`src/rtl/rr_decode_arbiter_if.sv`:
```
// Request/grant bundle for rr_decode_arbiter.
// master = arbiter side, slave = requester/decoder side.
interface rr_decode_arbiter_if;
  logic       en;
  logic [7:0] req;
  logic       a;
  logic       b;
  logic       c;
  logic [7:0] gnt;
  logic       gnt_vld;
  logic [7:0] hold_cnt;

  modport master (
    input  en, req,
    output a, b, c, gnt, gnt_vld, hold_cnt
  );

  modport slave (
    output en, req,
    input  a, b, c, gnt, gnt_vld, hold_cnt
  );
endinterface

```
`src/rtl/rr_decode_arbiter.sv`:
```
// Eight-way round-robin arbiter with 3-bit select and one-hot grant.
// Define RR_HOLD_LIMIT_EN to cap each tenure at MAX_HOLD cycles.
module rr_decode_arbiter #(
  parameter int MAX_HOLD = 4
) (
  input logic                  clk,
  input logic                  rst,
  rr_decode_arbiter_if.master  bus
);

  typedef enum logic {IDLE, GRANT} state_t;

  state_t     state;
  logic [2:0] ptr;
  logic [2:0] sel;
  logic [7:0] gnt_q;
  logic       vld_q;
  logic [7:0] hc_q;

  logic [7:0] mask;
  logic [2:0] idx;
  logic [2:0] win;
  logic       found;
  logic       at_lim;
  logic       keep;

`ifdef RR_HOLD_LIMIT_EN
  assign at_lim = (hc_q == 8'(MAX_HOLD - 1));
`else
  assign at_lim = 1'b0;
`endif

  assign keep = bus.req[sel] & ~at_lim;

  // Current owner is excluded so a handover never re-picks it.
  always_comb begin
    mask  = bus.req;
    found = 1'b0;
    win   = ptr;
    idx   = '0;
    if (state == GRANT) mask[sel] = 1'b0;
    for (int k = 8; k >= 1; k--) begin
      idx = ptr + 3'(k);
      if (mask[idx]) begin
        found = 1'b1;
        win   = idx;
      end
    end
  end

  always_ff @(posedge clk) begin
    if (rst) begin
      state <= IDLE;
      ptr   <= 3'd7;
      sel   <= 3'd0;
      gnt_q <= 8'h00;
      vld_q <= 1'b0;
      hc_q  <= 8'd0;
    end else begin
      unique case (state)
        IDLE: begin
          if (bus.en && found) begin
            state <= GRANT;
            ptr   <= win;
            sel   <= win;
            gnt_q <= 8'd1 << win;
            vld_q <= 1'b1;
            hc_q  <= 8'd0;
          end
        end
        GRANT: begin
          if (keep) begin
            if (hc_q != 8'hFF) hc_q <= hc_q + 8'd1;
          end else if (bus.en && found) begin
            ptr   <= win;
            sel   <= win;
            gnt_q <= 8'd1 << win;
            hc_q  <= 8'd0;
          end else if (bus.req[sel]) begin
            hc_q  <= 8'd0;
          end else begin
            state <= IDLE;
            gnt_q <= 8'h00;
            vld_q <= 1'b0;
            hc_q  <= 8'd0;
          end
        end
        default: state <= IDLE;
      endcase
    end
  end

  assign bus.a        = sel[2];
  assign bus.b        = sel[1];
  assign bus.c        = sel[0];
  assign bus.gnt      = gnt_q;
  assign bus.gnt_vld  = vld_q;
  assign bus.hold_cnt = hc_q;

endmodule
```
`src/flat_wrapper.sv`:
```
// flat-port wrapper written by rule: the top's interface ports become plain ports
module rr_decode_arbiter_flat 
#(
  parameter int MAX_HOLD = 4
)
  (clk, rst, bus_en, bus_req, bus_a, bus_b, bus_c, bus_gnt, bus_gnt_vld, bus_hold_cnt);
  rr_decode_arbiter_if bus_i ();
  input logic clk;
  input logic rst;
  input wire logic [$bits(bus_i.en)-1:0] bus_en;
  input wire logic [$bits(bus_i.req)-1:0] bus_req;
  output wire logic [$bits(bus_i.a)-1:0] bus_a;
  output wire logic [$bits(bus_i.b)-1:0] bus_b;
  output wire logic [$bits(bus_i.c)-1:0] bus_c;
  output wire logic [$bits(bus_i.gnt)-1:0] bus_gnt;
  output wire logic [$bits(bus_i.gnt_vld)-1:0] bus_gnt_vld;
  output wire logic [$bits(bus_i.hold_cnt)-1:0] bus_hold_cnt;
  assign bus_i.en = bus_en;
  assign bus_i.req = bus_req;
  assign bus_a = bus_i.a;
  assign bus_b = bus_i.b;
  assign bus_c = bus_i.c;
  assign bus_gnt = bus_i.gnt;
  assign bus_gnt_vld = bus_i.gnt_vld;
  assign bus_hold_cnt = bus_i.hold_cnt;
  rr_decode_arbiter #(.MAX_HOLD(MAX_HOLD)) u_core (.clk(clk), .rst(rst), .bus(bus_i));
endmodule
```
`config.mk`:
```
export PLATFORM = sky130hd
export DESIGN_NAME = rr_decode_arbiter_flat
export DESIGN_NICKNAME = d
export VERILOG_FILES = /design/src/rtl/rr_decode_arbiter_if.sv /design/src/rtl/rr_decode_arbiter.sv /design/src/flat_wrapper.sv
export SDC_FILE = /design/constraint.sdc
export NUM_CORES = 1
export LEC_CHECK = 0
export CORE_MARGIN = 2
export CORE_UTILIZATION = 51
export DETAILED_ROUTE_END_ITERATION = 16
export GPL_TIMING_DRIVEN = 1
export PLACE_DENSITY = 0.84
export SETUP_SLACK_MARGIN = 0.05
export SYNTH_ARGS = -nofsm -noshare
export SYNTH_HDL_FRONTEND = slang
export SYNTH_SLANG_ARGS = --single-unit
```
`constraint.sdc`:
```
create_clock -name clk -period 3.1 [get_ports clk]
set_input_delay 0.62 -clock clk [delete_from_list [all_inputs] [get_ports clk]]
set_output_delay 0.62 -clock clk [all_outputs]
set_load 0.01 [all_outputs]
```
* Word-level counts from Yosys, hierarchy flattened
Cells that the tools add are included.
** Storage, ports and cells
- RAM bits :: 0
- Flip-flop bits (word level) :: 24
- Word-level logic and storage cells :: 95
- Memories kept :: 0
- ROM bits :: 0
- Input bits :: 11
- Bits in latches :: 0
** Operators by class
- Shifts and indexed selects :: 1
- Multiply operators :: 0
- $lt $le $gt $ge :: 10
- Reduce and logical (&&, ||, !) cells :: 5
- Eq/ne operators :: 5
- Mux-type cells :: 57
- $add $sub $neg :: 8
- Div/mod/pow operators :: 0
- Bitwise operators :: 3
** Operators with widths (number)
- two-way mux 8 bit :: 7
- less-than comparator 3 x 4 -> 1 bit (second input constant) :: 9
- two-way mux 3 bit :: 11
- one-hot mux 8 bit (2 select lines) :: 2
- binary-select mux 1 bit (select 3 bit) :: 9
- two-way mux 1 bit :: 23
- adder 3 bit (second input constant) :: 4
- one-hot mux 3 bit (2 select lines) :: 2
- adder 8 x 1 -> 8 bit (second input constant) :: 1
- bitwise AND 8 bit :: 1
- != test 8 bit (second input constant) :: 1
- NOT 8 bit :: 1
- << shifter 1 x 3 -> 8 bit (first input constant) :: 1
- adder 3 x 2 -> 3 bit (second input constant) :: 2
- != test 2 bit (second input constant) :: 2
- one-hot mux 1 bit (2 select lines) :: 2
- AND reduction 2 bit :: 2
- adder 3 x 1 -> 3 bit (second input constant) :: 1
- demux 1 bit (select 3 bit) :: 1
- greater-or-equal comparator 3 x 1 -> 1 bit (second input constant) :: 1
- != test 3 bit (second input constant) :: 1
- AND reduction 3 bit :: 1
- logical AND 1 bit :: 2
- != test 2 x 1 -> 1 bit (second input constant) :: 1
- NOT 1 bit :: 1

* Logic depth before layout (Yosys ltp)
Gate-level depths: netlist of the first run.
- Word-level depth :: 21
- Mapped depth :: 15
- Gate-level depth less buffers :: 10

* Worst setup path after synthesis of the first run
Ideal clock, no wire load.
- Path kind :: flip-flop to flip-flop
- Start point :: register u_core.ptr[0]
- End point :: register u_core.gnt_q[5] (netlist: u_core.bus.gnt[5])
- Buffers on the path :: 4
- Arrival time :: 3.111 ns
- Clock period less this slack :: 3.199 ns
- Stages on the path, launching flop included :: 14
- Slack :: -0.099 ns
- Cells stage by stage :: dfxtp_1 -> buf_6 -> inv_2 -> buf_6 -> ha_1 -> clkbuf_1 -> clkbuf_1 -> o32ai_1 -> mux4_2 -> a2111oi_0 -> o21ai_0 -> o221a_1 -> a21o_1 -> o32ai_2
** On the way
- Cells in the longest elaborated chain, start to end :: 14
** RTL lines
- start, declared :: RTL line rr_decode_arbiter.sv:14 : logic [2:0] ptr;
- start signal, assigned :: RTL line rr_decode_arbiter.sv:64 : ptr <= win;
- start signal, assigned :: RTL line rr_decode_arbiter.sv:75 : ptr <= win;
- adder 3 bit / binary-select mux 1 bit (select 3 bit) (equally long branches) :: RTL line rr_decode_arbiter.sv:43, rr_decode_arbiter.sv:44
- binary-select mux 1 bit (select 3 bit) / two-way mux 1 bit (equally long branches) :: RTL line rr_decode_arbiter.sv:44 : if (mask[idx]) begin
- two-way mux 1 bit (not written as such) :: RTL line rr_decode_arbiter.sv:44
- two-way mux 3 bit / two-way mux 1 bit (equally long branches) (7 in series) :: RTL line rr_decode_arbiter.sv:44
- << shifter 1 x 3 -> 8 bit / logical AND 1 bit (equally long branches)
- two-way mux 8 bit :: RTL line rr_decode_arbiter.sv:74 : end else if (bus.en && found) begin
- two-way mux 8 bit :: RTL line rr_decode_arbiter.sv:72 : if (keep) begin
- one-hot mux 8 bit (2 select lines) :: RTL line rr_decode_arbiter.sv:60 : unique case (state)
- end signal, assigned :: RTL line rr_decode_arbiter.sv:66 : gnt_q <= 8'd1 << win;
- end signal, assigned :: RTL line rr_decode_arbiter.sv:77 : gnt_q <= 8'd1 << win;
- end, declared :: RTL line rr_decode_arbiter.sv:16 : logic [7:0] gnt_q;
Parallel ways exist; a longest one is shown, timed or not. The select of a mux whose other input is x is not followed.
A chain may end at the register's enable or synchronous reset.

* Worst setup path in the final report of the first run
- Start point :: input port bus_req[1]
- End point :: register u_core.gnt_q[1] (netlist: u_core.bus.gnt[1])
** On the way
- Cells in the longest elaborated chain, start to end :: 16
** RTL lines
- start, declared :: RTL line flat_wrapper.sv:11 : input wire logic [$bits(bus_i.req)-1:0] bus_req;
- bitwise AND 8 bit (no source line)
- two-way mux 8 bit :: RTL line rr_decode_arbiter.sv:41 : if (state == GRANT) mask[sel] = 1'b0;
- binary-select mux 1 bit (select 3 bit) :: RTL line rr_decode_arbiter.sv:44
- two-way mux 1 bit (not written as such) :: RTL line rr_decode_arbiter.sv:44
- two-way mux 1 bit (8 in series) :: RTL line rr_decode_arbiter.sv:44
- logical AND 1 bit :: RTL line rr_decode_arbiter.sv:62, rr_decode_arbiter.sv:74
- two-way mux 8 bit :: RTL line rr_decode_arbiter.sv:74
- two-way mux 8 bit :: RTL line rr_decode_arbiter.sv:72
- one-hot mux 8 bit (2 select lines) :: RTL line rr_decode_arbiter.sv:60
Parallel ways exist; a longest one is shown, timed or not. The select of a mux whose other input is x is not followed.

==> results of run 1 <==
critical path, delay by kind of cell:
| family | cells | cell delay, ps |
|---|---|---|
| buffers and inverters | 3 | 680 |
| multiplexers | 1 | 500 |
| AO/OA/AOI/OAI | 6 | 1400 |
through the flow:
stage / util / total power, mW / TNS (ps) / cells
after CTS: 0.692 / 3.49 / 0 / 385
after detailed placement: 0.677 / 3.26 / -1970 / 381
after global routing: 0.709 / 3.92 / 0 / 385
after global placement: 0.677 / 3.20 / -1130 / 381
final: 0.709 / 3.68 / 0 / 385
after floorplan: - / 2.37 / 0 / 271
layout make-up:
type                       count  share of cell area
clock buffer                   4              0.0175
inverter                      13              0.0155
tap                           52              0.0206
multi-input combinational    216               0.575
sequential                    24               0.154
timing repair buffer          76               0.218
worst paths after layout:
check / slack (ps) / cells past startpoint / endpoint / from
worst max register to register: 130 / 11 / u_core.bus.gnt[1] / u_core.ptr[0]
worst max-delay path: 110 / 10 / u_core.bus.gnt[1] / bus_req[1]
worst min register to register: 470 / 1 / u_core.bus.gnt[0] / u_core.bus.gnt[0]
worst min-delay path: 470 / 1 / u_core.bus.gnt[0] / u_core.bus.gnt[0]
Yosys cell counts (5+ instances only):
master,n,share of area
dfxtp_1,24,0.20
buf_6,6,0.028
clkbuf_1,6,0.0094
xnor2_1,7,0.025
nand3_1,12,0.025
nand2_1,27,0.042
a211oi_1,9,0.028
nor3_1,7,0.015
o32ai_1,6,0.022
o211ai_1,6,0.019
mux4_2,8,0.075
o21ai_0,5,0.010
mux2i_1,6,0.025
a21oi_1,12,0.025
inv_1,11,0.017
nor2_1,20,0.031
power by group through the flow:
stage	Combinational, mW	Clock [mW]	Sequential (mW)
detailed placement	2.75	0	0.506
finish	2.96	0.213	0.512
CTS	2.78	0.217	0.500
global route	3.17	0.228	0.525
floorplan	1.89	0	0.475
global placement	2.70	0	0.502
routing by layer:
layer,GRT usage,part of all wire,vias to the layer above
li1,-,-,1198
met2,0.414,0.46,96
met4,0.0473,0.0095,0
met1,0.382,0.46,1230
met3,0.0470,0.068,12
met5,0,0,-
registers in the layout (all words and copies together), names as in the netlist:
register             cells
u_core.bus.gnt           8
u_core.bus.gnt_vld       1
u_core.bus.hold_cnt      8
u_core.ptr               3
u_core.sel               3
u_core.state             1
cell families (layout without fill, tap and decap cells):
logic type | after synthesis | in the layout | synth area share
adder cells (fa/ha/maj) | 3 | 3 | 0.0156
flip-flops | 24 | 24 | 0.200
AND/OR/NAND/NOR | 100 | 100 | 0.245
buffers and inverters | 31 | 93 | 0.0821
XOR/XNOR | 8 | 8 | 0.0291
multiplexers | 20 | 20 | 0.153
AO/OA/AOI/OAI | 85 | 85 | 0.275
cell usage in the layout, fill, tap and decap left out, types with 4 or more instances in the layout:
master and count:
o21ai_0 4, inv_1 11, dfxtp_1 20, clkbuf_8 4
nand3_1 12, o21ai_1 4, buf_4 43, mux4_1 4
a21oi_1 11, dfxtp_2 4, nand2_1 27, o221ai_1 4
mux2i_1 6, clkdlybuf4s50_1 25, o32ai_2 4, o211ai_1 6
nor3_1 6, mux4_2 8, a211oi_1 9, nor2_1 20
dlymetal6s2s_1 5, xnor2_1 7
timing repair:
item	in CTS	in global routing
pin swaps	0	4
endpoints found under the setup margin	7	17
gates resized for setup	2	20
setup buffers	0	0
==> key figures, run 1 <==
Global routing
  – Vias in the first global route: 2237
  – Largest net degree at the start of global routing: 21
  – Antenna violations before repair: 0
  – Overall Global Routing Usage: 0.263
  – Wire length of the first global-routing pass: 11.1 mm
  – GRT Residual Overflow: 0

Pwr
  – Leakage: 1.24 nW
  – Psw: 1.75 mW
  – Comb power frac: 0.803
  – Internal power: 1.93 mW
  – Sequential share of power: 0.139
  – Worst vdd ir: 0.591 mV
  – PD cells: 1170 nW/µm²
  – Sw frac: 0.476
  – Clock Power Share: 0.058

Timing
  – Slew HR: 0.599
  – Worst hold slack: 471 ps
  – Final setup viols: 0
  – Slack of the critical path: 105 ps
  – Post-layout minimum cycle time: 2990 ps
  – Final Hold Fails: 0
  – Max-slew violation count: 0
  – Tightest Pin Transition: 600 ps
  – Achievable frequency: 334 MHz
  – Skew final: 5.47 ps
  – Final period utilization: 0.966
  – Unrepaired setup endpoints after global routing: false

Layout
  – Final layout net count: 348
  – Layout cells sized above 1: 0.282
  – Multi-input logic area: 1810 µm²
  – # diodes: 0
  – Fillers: 323
  – Fin area: 3150 µm²
  – Area grow syn2layout: 31.0%
  – Register Area: 485 µm²

CTS
  – Total clock buffers created by CTS: 3
  – Clock slew at reported path FFs: 80 ps
  – H-tree Lvls: 1
  – Clock Tree Buf Depth: 2
  – CTS root buf: clkbuf_8
  – CTS tree: built
  – Clock sinks: 24
  – Clock latency on the worst-skew pair: 270 ps
  – CTS Hold Bufs: 0

Synthesis
  – Library cells used by synthesis: 78
  – Top FF cell, synth: dfxtp_1
  – Synth Warn #: 0
  – Synth async-reset ratio: 0
  – FF+latch count, synth: 24
  – Synth Instances: 271
  – Net Count, Synth: 285
  – Number of synthesized flops with an enable pin: 0
  – Part of the Yosys area used for sequential elements: 0.200
  – Mean Syn Cell Area: 8.88 µm²
  – Cell Area, Synth: 2410 µm²

Min path
  – Worst min path class: register to register

Routing
  – First-pass DRT Iterations: 5
  – Total number of vias: 2536
  – Vias/cell: 6.59
  – DRC viols: 0
  – Routed WL per cell: 17.8 µm
  – Aggregate routed wire length: 6.86 mm
  – Iter 0 DRT Violations: 279
  – Antenna Violating Nets Remaining: 0

Run status
  – Outcome: complete, no violations

Setup path
  – Worst EP arrival: 3190 ps
  – Crit-path cells: clkdlybuf4s50_1 > inv_1 > o32a_1 > mux4_2 > a21boi_2 > o31a_1 > o221a_1 > a21o_1 > buf_4 > o2bb2ai_1
  – Largest stage delay on the critical path: 500 ps
  – Slowest-stage cell, CP: mux4_2
  – Worst EP required: 3300 ps
  – Worst setup EP type: register
  – WS Path Type: input pin to register
  – Crit-path max FO: 3
  – Worst setup SP type: input pin

Floorplanning
  – Initial core utilization: 0.542
  – Site row count: 24
  – Die ar.: 5290 µm²
  – Core area: 4440 µm²
  – Chip height: 72.7 µm
  – Ports: 31
  – Die width: 72.7 µm

Placed design
  – Placed inst area: 3010 µm²
  – DP Worst Slack: -239 ps
  – IO buf count: 30
  – DP HPWL: 5.17 mm
  – Final GP Congestion: 0.960

Job
  – Maxcap violations: 0
Power figures use the tool's default switching activity.
==> run 2: changes to the inputs <==
- GPL_ROUTABILITY_DRIVEN: default -> 0
==> run 2 against run 1 <==
Against the previous run:
- the flow now finishes with violations (setup timing)
- sequential power fell by 2%
- clock power hardly changed
- worst setup slack lost 110 ps
- sequential share of layout area down 0.25 points
- total power up 6.6%
- global-route usage rose by 2.2 points
- core utilization increased by 0.99 points
- highest routed layer unchanged
==> key figures, run 2 (same netlist as run 1, synthesis figures left out) <==
Min path
  – Worst min path class: register to register

Timing
  – Achievable frequency: 322 MHz (-3.5%)
  – Tightest Pin Transition: 677 ps (+77.0 ps)
  – Worst hold slack: 472 ps (+0.789 ps)
  – Post-layout minimum cycle time: 3100 ps (+108 ps)
  – Skew final: 2.44 ps (-3.03 ps)
  – Final setup viols: 1 (+1)
  – Max-slew violation count: 0 (unchanged)
  – Final Hold Fails: 0 (unchanged)
  – Final period utilization: 1.00 (+0.0349)
  – Setup TNS: -2.72 ps (-2.72 ps)
  – Slew HR: 0.548 (-0.0515)
  – Slack of the critical path: -2.72 ps (-108 ps)

Layout
  – Most common cell after layout, fill and taps aside: buf_4
  – Final layout net count: 347 (-0.29%)
  – # diodes: 0 (unchanged)
  – Final Non-Filler Cells: 384 (-0.26%)
  – Commonest cells after routing, fill and taps aside: buf_4, nand2_1, clkdlybuf4s50_1, dfxtp_1, nor2_1
  – Area grow syn2layout: 32.8%
  – Layout cells sized above 1: 0.280 (-0.00216)

Routing
  – Iter 0 DRT Violations: 546 (+96%)
  – Routed WL per cell: 22.0 µm (+23%)
  – DRC viols: 0 (unchanged)
  – First-pass DRT Iterations: 7 (+2)
  – Total number of vias: 2815 (+11%)
  – Vias/cell: 7.33 (+11%)
  – Antenna Violating Nets Remaining: 0 (unchanged)
  – Aggregate routed wire length: 8.44 mm (+23%)

Setup path
  – Crit-path max FO: 12 (+9)
  – Worst setup SP type: register
  – WS Path Type: register to register
  – Worst setup EP type: register
  – Largest stage delay on the critical path: 570 ps (+70 ps)
  – Crit-path cells: inv_2 > ha_4 > buf_12 > nor2b_1 > a32o_1 > mux4_2 > a2111oi_4 > o21ai_1 > o221a_1 > a21o_1 > o32ai_2
  – Worst EP required: 3260 ps (-40 ps)
  – Slowest-stage cell, CP: mux4_2
  – Reg2reg setup slack: -3 ps (-130 ps)
  – Worst EP arrival: 3260 ps (+70 ps)

Global routing
  – GR Util met3: 0.0442 (-0.00276)
  – Overall Global Routing Usage: 0.285 (+0.0220)
  – GRT met2 Usage: 0.453 (+0.0384)
  – Antenna violations before repair: 0 (unchanged)
  – Busiest grt layer: met2
  – Vias in the first global route: 2417 (+8.0%)
  – Grt met1 use: 0.394 (+0.0125)
  – Largest net degree at the start of global routing: 25 (+19%)
  – Wire length of the first global-routing pass: 11.8 mm (+6.6%)
  – GRT Residual Overflow: 0 (unchanged)

Floorplanning
  – Site row count: 24 (unchanged)
  – Chip height: 72.7 µm (unchanged)
  – Ports: 31 (unchanged)
  – Die ar.: 5290 µm² (unchanged)
  – Core area: 4440 µm² (unchanged)
  – Initial core utilization: 0.542 (unchanged)
  – Die width: 72.7 µm (unchanged)

CTS
  – Clock sinks: 24 (unchanged)
  – Clock Tree Buf Depth: 2 (unchanged)
  – CTS root buf: clkbuf_8
  – Clock slew at reported path FFs: 80 ps (about the same)
  – Clock latency on the worst-skew pair: 270 ps (about the same)
  – CTS tree: built
  – Total clock buffers created by CTS: 3 (unchanged)
  – CTS Hold Bufs: 0 (unchanged)
  – H-tree Lvls: 1 (unchanged)

Pwr
  – Leakage: 1.23 nW (-1.1%)
  – Worst vdd ir: 0.616 mV (+4.3%)
  – PD cells: 1230 nW/µm² (+5.2%)

Run status
  – Violated checks: setup timing
  – Outcome: finished with violations

Placed design
  – Cell total after placement: 378 (-0.79%)
  – DP HPWL: 5.39 mm (+4.2%)
  – IO buf count: 30 (unchanged)

Job
  – Maxcap violations: 0 (unchanged)
run 2: worst max-delay path, delay by kind of cell (launching register included):
kind | cells | cell delay [ps]
buffers and inverters | 2 | 230
and+or+nand+nor | 1 | 60
DFF | 1 | 370
adders and majority gates | 1 | 310
AOI/OAI and AO/OA | 6 | 1460
muxes | 1 | 570
run 2: where the power goes:
part,switching (mW),internal (mW)
sequential,0.114,0.386
clock,0.0966,0.113
combinational,1.71,1.51
run 2: path summary, 6_finish.rpt:
path,from,to,depth (start not counted)
setup / recovery,u_core.ptr[0],u_core.bus.gnt[5],11
hold / removal,u_core.bus.gnt[0],u_core.bus.gnt[0],1
setup reg to reg,u_core.ptr[0],u_core.bus.gnt[5],11
hold reg to reg,u_core.bus.gnt[0],u_core.bus.gnt[0],1
run 2: cell type report:
class	count	area, µm²
clock buffer	4	55.1
multi-input combinational	216	1860
timing repair buffer	75	683
inverter	13	48.8
sequential	24	484
fill	307	1250
tap	52	65.1
run 2: routing by layer:
layer	share of wire	routed length, µm	vias to the layer above
met1	0.36	3050	1286
met5	0	0	-
met4	0.059	499	0
met3	0.13	1070	85
met2	0.45	3820	251
li1	-	-	1193
run 2: through the flow:
stage	util	total power [mW]	area (µm²)	setup slack, ps
2_1_floorplan	-	2.37	2430	50.7
3_3_place_gp	0.672	3.17	2990	-122
3_5_place_dp	0.672	3.26	2990	-258
4_1_cts	0.686	3.53	3050	50.8
5_1_grt	0.719	4.09	3200	-48.1
6_report	0.719	3.93	3200	-2.72
run 2: repair_timing:
item,in CTS,in global routing
resized for setup,6,20
setup buffers,0,1
setup endpoints to repair,2,18
gates cloned,0,1
pin swaps,4,4
==> run 3: changes to the inputs <==
- PLACE_DENSITY: 0.84 -> 0.75
==> run 3 against run 2 <==
Against the previous run:
- the flow now finishes without violations
- clock-buffer cell count shrank 1
- core utilization is 1.3 points lower
- critical endpoint is now u_core.bus.gnt[0]
- highest routed layer unchanged
- critical path type is now input pin to register
- final cell count grew 1.3%
==> key figures, run 3 (same netlist as run 1, synthesis figures left out) <==
Placed design
  – DP HPWL: 5.30 mm (-1.7%)
  – IO buf count: 30 (unchanged)
  – DP Worst Slack: -256 ps (+2.60 ps)

Run status
  – Outcome: complete, no violations

Floorplanning
  – Ports: 31 (unchanged)
  – Site row count: 24 (unchanged)
  – Chip height: 72.7 µm (unchanged)
  – Initial core utilization: 0.542 (unchanged)
  – Die ar.: 5290 µm² (unchanged)
  – Die width: 72.7 µm (unchanged)
  – Core area: 4440 µm² (unchanged)

Setup path
  – Worst EP required: 3310 ps (+50 ps)
  – Worst path top cell family by delay: compound AO/OA/AOI/OAI gates
  – Worst setup SP type: input pin
  – Worst EP arrival: 3200 ps (-60 ps)
  – Crit-path max FO: 3 (-9)
  – Largest stage delay on the critical path: 500 ps (-70 ps)
  – WS Path Type: input pin to register
  – Buffer and inverter count on the worst path: 2 (unchanged)
  – Crit-path cells: clkdlybuf4s50_1 > or2b_1 > o32a_1 > mux4_2 > a21boi_1 > o31a_1 > o221a_1 > a21o_1 > buf_4 > o2bb2ai_2
  – Slowest-stage cell, CP: mux4_2
  – Worst setup EP type: register

Timing
  – Skew final: 5.62 ps (+3.18 ps)
  – Max-slew violation count: 0 (unchanged)
  – Tightest Pin Transition: 610 ps (-66.9 ps)
  – Slew HR: 0.592 (+0.0447)
  – Unrepaired setup endpoints after global routing: true
  – Setup TNS: 0 ps (+2.72 ps)
  – Final Hold Fails: 0 (unchanged)
  – Slack of the critical path: 103 ps (+106 ps)
  – Final setup viols: 0 (-1)
  – Post-layout minimum cycle time: 3000 ps (-106 ps)
  – Final period utilization: 0.967 (-0.0340)
  – Achievable frequency: 334 MHz (+3.5%)
  – Worst hold slack: 471 ps (-1.10 ps)

Layout
  – Fillers: 349 (+14%)
  – Area grow syn2layout: 30.4%
  – # diodes: 0 (unchanged)
  – Layout cells sized above 1: 0.279 (-0.00119)
  – Final layout net count: 352 (+1.4%)
  – Commonest cells after routing, fill and taps aside: buf_4, clkdlybuf4s50_1, nand2_1, dfxtp_1, nor2_1
  – Most common cell after layout, fill and taps aside: buf_4

Routing
  – Aggregate routed wire length: 6.95 mm (-18%)
  – DRC viols: 0 (unchanged)
  – Routed WL per cell: 17.9 µm (-19%)
  – Antenna Violating Nets Remaining: 0 (unchanged)
  – Iter 0 DRT Violations: 259 (-53%)
  – Total number of vias: 2547 (-9.5%)
  – First-pass DRT Iterations: 6 (-1)
  – Vias/cell: 6.55 (-11%)

Global routing
  – Vias in the first global route: 2326 (-3.8%)
  – Wire length of the first global-routing pass: 11.4 mm (-3.5%)
  – GRT Residual Overflow: 0 (unchanged)
  – Largest net degree at the start of global routing: 27 (+8.0%)
  – Overall Global Routing Usage: 0.271 (-0.0141)
  – Antenna violations before repair: 0 (unchanged)

Pwr
  – Worst vdd ir: 0.602 mV (-2.3%)
  – PD cells: 1180 nW/µm² (-4.1%)
  – Total power: 3.70 mW (-5.9%)
  – Leakage: 1.21 nW (-1.5%)

CTS
  – Clock latency on the worst-skew pair: 270 ps (about the same)
  – CTS root buf: clkbuf_8
  – Total clock buffers created by CTS: 3 (unchanged)
  – CTS tree: built
  – Clock Tree Buf Depth: 2 (unchanged)
  – H-tree Lvls: 1 (unchanged)
  – Clock slew at reported path FFs: 90 ps (about the same)
  – CTS Hold Bufs: 0 (unchanged)
  – Clock sinks: 24 (unchanged)

Job
  – Maxcap violations: 0 (unchanged)

Min path
  – Worst min path class: register to register
-- run 3: worst min-delay path, cell delays in order, from the launching register on --
cell     delay, ps
dfxtp_1        320
inv_1           50
o32ai_1         50
-- run 3: path summary, 6_finish.rpt --
kind | start | to | slack (ps) | cells past startpoint
min | u_core.bus.gnt[7] | u_core.bus.gnt[7] | 470 | 2
max | bus_req[6] | u_core.bus.gnt[0] | 100 | 10
min reg2reg | u_core.bus.gnt[7] | u_core.bus.gnt[7] | 470 | 2
max reg2reg | u_core.sel[1] | u_core.bus.gnt[7] | 170 | 10
-- run 3: timing repair --
item	CTS	global route
resized for setup	1	10
setup buffers	0	1
setup endpoints to repair	2	19
pin swaps	0	4
-- run 3: stage by stage --
stage,instances,instance area [µm²],util
5_1_grt,389,3140,0.706
4_1_cts,388,3100,0.697
6_report,389,3140,0.706
2_1_floorplan,271,2430,-
3_5_place_dp,384,3020,0.679
3_3_place_gp,384,3020,0.679
-- run 3: power by group --
group          leakage (nW)  switching, mW  internal, mW
clock                0.0357          0.101         0.173
sequential            0.196         0.0929         0.381
combinational         0.976           1.52          1.43
-- run 3: layout make-up --
class | instances | area [µm²] | share of cell area
Timing Repair Buffer | 80 | 691 | 0.220
Tap cell | 52 | 65.1 | 0.0207
Inverter | 13 | 48.8 | 0.0156
Sequential cell | 24 | 480 | 0.153
Multi-Input combinational cell | 216 | 1780 | 0.568
Clock buffer | 3 | 41.3 | 0.0132
Clock inverter | 1 | 30.0 | 0.00957
-- run 3: per-layer routing --
| metal | track usage | vias to the layer above | part of all wire |
|---|---|---|---|
| met5 | 0 | - | 0 |
| met1 | 0.385 | 1178 | 0.43 |
| met3 | 0.0483 | 22 | 0.087 |
| li1 | - | 1202 | - |
| met4 | 0.0535 | 0 | 0.020 |
| met2 | 0.433 | 145 | 0.46 |
